<file path="src/rtl/registrador_pkg.sv">
// Shared mode constants and FSM state type for the universal shift register.
package registrador_pkg;

   localparam logic [1:0] CH_LOAD = 2'b00;
   localparam logic [1:0] CH_DIR  = 2'b01;
   localparam logic [1:0] CH_ESQ  = 2'b10;
   localparam logic [1:0] CH_HOLD = 2'b11;

   typedef enum logic [0:0] {
      IDLE  = 1'b0,
      SHIFT = 1'b1
   } estado_t;

endpackage

</file>
<file path="src/rtl/celula_registrador.sv">
// One bit of the universal register: 4:1 mux between load value, neighbours and own state.
module celula_registrador
   import registrador_pkg::*;
(
   input  logic       clk,
   input  logic       rst_n,
   input  logic [1:0] sel,
   input  logic       valor,
   input  logic       viz_esq,
   input  logic       viz_dir,
   output logic       q
);

   // viz_esq is the bit above (feeds shift right), viz_dir the bit below (feeds shift left)
   always_ff @(posedge clk) begin
      if (!rst_n) begin
         q <= 1'b0;
      end else begin
         case (sel)
            CH_LOAD: q <= valor;
            CH_DIR:  q <= viz_esq;
            CH_ESQ:  q <= viz_dir;
            default: q <= q;
         endcase
      end
   end

endmodule

</file>
<file path="src/rtl/registrador_universal.sv">
// Universal shift register with load/shift/hold and a counted burst-shift engine.
// Optional rotation via macro REGISTRADOR_ROTATE_EN (adds the rot port).
//
// state | meaning
// IDLE  | ch applied directly; start with a shift mode launches a burst
// SHIFT | one shift per edge in the latched direction until count expires
module registrador_universal
   import registrador_pkg::*;
#(
   parameter  int WIDTH = 8,
   localparam int CW    = $clog2(WIDTH) + 1
)(
   input  logic             clk,
   input  logic             rst_n,
   input  logic [1:0]       ch,
   input  logic [WIDTH-1:0] valores_registrador,
   input  logic             entrada_msb,
   input  logic             entrada_lsb,
   input  logic             start,
   input  logic [CW-1:0]    qtd,
`ifdef REGISTRADOR_ROTATE_EN
   input  logic             rot,
`endif
   output logic [WIDTH-1:0] q,
   output logic             saida_msb,
   output logic             saida_lsb,
   output logic             busy,
   output logic             done
);

   estado_t       estado;
   logic [1:0]    dir_lat;
   logic [CW-1:0] cnt;
   logic          aceita;
   logic [1:0]    sel;
   logic          rot_eff;
   logic          borda_msb;
   logic          borda_lsb;

   assign aceita = (estado == IDLE) && start && ((ch == CH_DIR) || (ch == CH_ESQ));

   // The accepting edge only latches the burst; q holds there
   always_comb begin
      sel = ch;
      if (estado == SHIFT)
         sel = dir_lat;
      else if (aceita)
         sel = CH_HOLD;
   end

   always_ff @(posedge clk) begin
      if (!rst_n) begin
         estado  <= IDLE;
         dir_lat <= CH_HOLD;
         cnt     <= '0;
         done    <= 1'b0;
      end else begin
         done <= 1'b0;
         case (estado)
            IDLE: begin
               if (aceita) begin
                  dir_lat <= ch;
                  cnt     <= qtd;
                  if (qtd == '0)
                     done <= 1'b1;
                  else
                     estado <= SHIFT;
               end
            end
            SHIFT: begin
               cnt <= cnt - 1'b1;
               if (cnt == CW'(1)) begin
                  estado <= IDLE;
                  done   <= 1'b1;
               end
            end
            default: estado <= IDLE;
         endcase
      end
   end

`ifdef REGISTRADOR_ROTATE_EN
   logic rot_lat;

   always_ff @(posedge clk) begin
      if (!rst_n)
         rot_lat <= 1'b0;
      else if (aceita)
         rot_lat <= rot;
   end

   assign rot_eff = (estado == SHIFT) ? rot_lat : rot;
`else
   assign rot_eff = 1'b0;
`endif

   assign borda_msb = rot_eff ? q[0]       : entrada_msb;
   assign borda_lsb = rot_eff ? q[WIDTH-1] : entrada_lsb;

   for (genvar i = 0; i < WIDTH; i++) begin : g_bit
      logic viz_esq;
      logic viz_dir;

      if (i == WIDTH - 1) begin : g_topo
         assign viz_esq = borda_msb;
      end else begin : g_meio_e
         assign viz_esq = q[i+1];
      end

      if (i == 0) begin : g_base
         assign viz_dir = borda_lsb;
      end else begin : g_meio_d
         assign viz_dir = q[i-1];
      end

      celula_registrador u_cel (
         .clk     (clk),
         .rst_n   (rst_n),
         .sel     (sel),
         .valor   (valores_registrador[i]),
         .viz_esq (viz_esq),
         .viz_dir (viz_dir),
         .q       (q[i])
      );
   end

   assign saida_msb = q[WIDTH-1];
   assign saida_lsb = q[0];
   assign busy      = (estado == SHIFT);

endmodule

</file>
<file path="config.mk">
export PLATFORM = sky130hd
export DESIGN_NAME = registrador_universal
export DESIGN_NICKNAME = d
export VERILOG_FILES = /design/src/rtl/registrador_pkg.sv /design/src/rtl/celula_registrador.sv /design/src/rtl/registrador_universal.sv
export SDC_FILE = /design/constraint.sdc
export NUM_CORES = 1
export LEC_CHECK = 0
export ABC_CLOCK_PERIOD_IN_PS = 3940
export CAP_MARGIN = 10
export CORE_UTILIZATION = 35
export CTS_CLUSTER_DIAMETER = 200
export DETAILED_ROUTE_END_ITERATION = 10
export GPL_TIMING_DRIVEN = 0
export PLACE_DENSITY = 0.65
export SETUP_SLACK_MARGIN = 0.02
export SYNTH_ARGS = -nofsm -noshare
export SYNTH_HDL_FRONTEND = slang
export SYNTH_HIERARCHICAL = 1
export SYNTH_SLANG_ARGS = --single-unit
</file>
<file path="constraint.sdc">
create_clock -name clk -period 3.94 [get_ports clk]
set_input_delay 0.788 -clock clk [delete_from_list [all_inputs] [get_ports clk]]
set_output_delay 0.788 -clock clk [all_outputs]
set_load 0.1 [all_outputs]
</file>
==> flow_metrics.env <==
export IMPL_syn_nets=204
export IMPL_hold_buffers=0
export IMPL_h_tree_depth=1
export IMPL_ioPinCount=31
export IMPL_cts_setup_buffers=0
export IMPL_hold_ws_ps=561
export IMPL_outcome="complete, no violations"
export IMPL_first_pass_iters=4
export IMPL_design_core_area_um2=3720
export IMPL_grt_pass1_wl_um=5200
export IMPL_setup_violations_final=0
export IMPL_slew_headroom=0.307
export IMPL_dieArea_um2=4200
export IMPL_worstHoldPathType="reg -> reg"
export IMPL_cp_startpoint="start"
export IMPL_clk_pin_slew_worst_paths_ps=70
export IMPL_arrival_ps=3660
export IMPL_fin_worst_skew_ps=0.959
export IMPL_yosys_warnings=6
export IMPL_fin_crit_sh=0.892
export IMPL_r2r_start="busy"
export IMPL_start_util=0.371
export IMPL_grt_pass1_vias=1234
export IMPL_synthDistinctLibCells=30
export IMPL_num_fill_cells=367
export IMPL_power_internal_w=0.000449
export IMPL_syn_area_um2=1380
export IMPL_p_per_area_nw_per_um2=475
export IMPL_total_power_w=0.000856
export IMPL_synth_cells=159
export IMPL_layout_drive_gt1_share=0.140
export IMPL_ff_latch_area_um2=320
export IMPL_port_buffers=30
export IMPL_cap_violations=0
export IMPL_p_sw_w=0.000406
export IMPL_synth_area_leaders="ha_1 (24%), dfxtp_1 (23%), inv_1 (8.2%)"
export IMPL_clockRootBuffer="clkbuf_8"
export IMPL_endpoint_kind="flip-flop"
export IMPL_cts_tree="yes"
export IMPL_n_antenna_cell=0
export IMPL_gp_congestion=0.773
export IMPL_combPwrFrac=0.567
export IMPL_yosysTopAreaCellShare=0.236
export IMPL_tightest_slew_ps=1040
export IMPL_worstSkewPairLatency_ps=250
export IMPL_min_period_ps=3520
export IMPL_crit_type="in -> reg"
export IMPL_rsz0062_at_grt="false"
export IMPL_wl_per_cell_um=12.9
export IMPL_grt_max_degree=25
export IMPL_antenna_left=0
export IMPL_avgSynthCellArea_um2=8.68
export IMPL_power_leakage_nw=0.818
export IMPL_overflow=0
export IMPL_first_iter_violations=56
export IMPL_power_frac_seq=0.257
export IMPL_sw_frac_of_total=0.475
export IMPL_antenna_found_initial=0
export IMPL_vias=1208
export IMPL_maxSlewViolCount=0
export IMPL_ys_ff_latch=16
export IMPL_area_growth_pct=30.6
export IMPL_pwr_share_clk=0.176
export IMPL_reg2regPathDepth=9
export IMPL_fmax_mhz=284
export IMPL_hold_start="dir_lat[1]"
export IMPL_fp_dieW_um=64.8
export IMPL_yosysTopAreaCell="ha_1"
export IMPL_required_ps=4080
export IMPL_grt_usage=0.161
export IMPL_place_hpwl_um=2230
export IMPL_holdPathEnd="dir_lat[1]"
export IMPL_die_h_um=64.8
export IMPL_multi_input_area_um2=886
export IMPL_clock_path_buffers=2
export IMPL_worst_path_max_fanout=24
export IMPL_routed_wl_um=3100
export IMPL_r2r_end="g_bit[6].u_cel/q"
export IMPL_post_drt_via_cell_ratio=5.01
export IMPL_reg2reg_setup_slack_ps=1160
export IMPL_hold_path_depth=2
export IMPL_vdd_ir_drop_max_v=0.000300
export IMPL_ys_seq_area_frac=0.232
export IMPL_numCtsBuffers=3
export IMPL_nets=239
export IMPL_hold_viol=0
export IMPL_clock_sinks=16
export IMPL_drc=0
export IMPL_std_cell_rows=22
export IMPL_cts_resized=0
export IMPL_cp_start_kind="input port"
cells in the final DEF (no fill, tap or decap), drive strengths merged, types with 5 or more instances in the layout:
cell	netlist	routed
ha	26	26
dfxtp	16	16
clkdlybuf4s50	0	30
inv	30	30
a211o	8	8
o21ai	12	12
nor3	8	8
nor3b	8	8
buf	9	9
clkbuf	1	5
a21oi	12	12
routing by layer:
metal  up-vias  wire (µm)  track usage
met5         -          0            0
met4         0         47       0.0778
met3         6        102       0.0299
met2        26       1560        0.298
met1       563       1390        0.172
li1        613          -            -
per-stage QoR:
step | instance area [µm²] | cells | worst slack, ps | setup TNS, ps | util
finish | 1800 | 241 | 424 | 0 | 0.485
global route | 1800 | 241 | 178 | 0 | 0.485
CTS | 1800 | 241 | 419 | 0 | 0.485
detailed placement | 1750 | 237 | 160 | 0 | 0.470
global placement | 1740 | 237 | -909 | -7190 | 0.468
floorplan | 1380 | 159 | 193 | 0 | -
worst max-delay path: stages:
cell and delay [ps]:
clkdlybuf4s50_1 560, nor2b_1 220, buf_2 250, a21oi_1 110
o21ai_2 790, inv_1 140, ha_1 350, a211o_1 290
a21oi_2 110, nor3_1 60
cell families (layout without fill, tap and decap cells):
logic type	count (synthesis)	count (layout)	share of synthesized area
simple gates	29	29	0.137
compound gates	47	47	0.252
flops	16	16	0.232
xor+xnor	1	1	0.0118
fa+ha+maj	26	26	0.236
buf+inv	40	74	0.131
worst max-delay path by stage:
stage | end | slack, ps | cells after the start
floorplan | g_bit[1].u_cel/q | 190 | 9
global route | g_bit[6].u_cel/q | 180 | 10
detailed placement | g_bit[6].u_cel/q | 160 | 10
CTS | g_bit[6].u_cel/q | 420 | 10
finish | g_bit[6].u_cel/q | 420 | 10
global placement | g_bit[0].u_cel/q | -910 | 10
cell usage after synthesis (all sizes together):
| cell type | instances |
|---|---|
| a211oi | 3 |
| nand3b | 2 |
| a221oi | 1 |
| a21boi | 2 |
| o21a | 3 |
| nand2 | 2 |
| o21ai | 12 |
| clkbuf | 1 |
| a211o | 8 |
| nor3b | 8 |
| a31oi | 1 |
| or3b | 1 |
| and3 | 2 |
| nor4bb | 1 |
| buf | 9 |
| a21oi | 12 |
| inv | 30 |
| a32o | 3 |
| xor2 | 1 |
| ha | 26 |
| nor2b | 3 |
| dfxtp | 16 |
| nor4b | 1 |
| nor3 | 8 |
| o31ai | 1 |
| nor4 | 1 |
| o31a | 1 |
state kept, by name (all words and copies together) (netlist names):
register,count
dir_lat,2
done,1
g_bit.u_cel/q,8
busy,1
cnt,4
cell type report:
type / instances / area share
Buffer: 10 / 0.0382
Clock buffer: 4 / 0.0305
Inverter: 30 / 0.0625
Multi-Input combinational cell: 103 / 0.491
Sequential cell: 16 / 0.178
Tap cell: 48 / 0.0333
Timing Repair Buffer: 30 / 0.167
power by group through the flow:
stage          Combinational, W  Clock, W  Sequential (W)
2_1_floorplan          0.000339         0        0.000256
5_1_grt                0.000520  0.000164        0.000225
4_1_cts                0.000488  0.000155        0.000221
6_report               0.000485  0.000151        0.000220
3_5_place_dp           0.000485         0        0.000224
3_3_place_gp           0.000468         0        0.000223
Note: power is estimated with default switching activity, not from simulation.
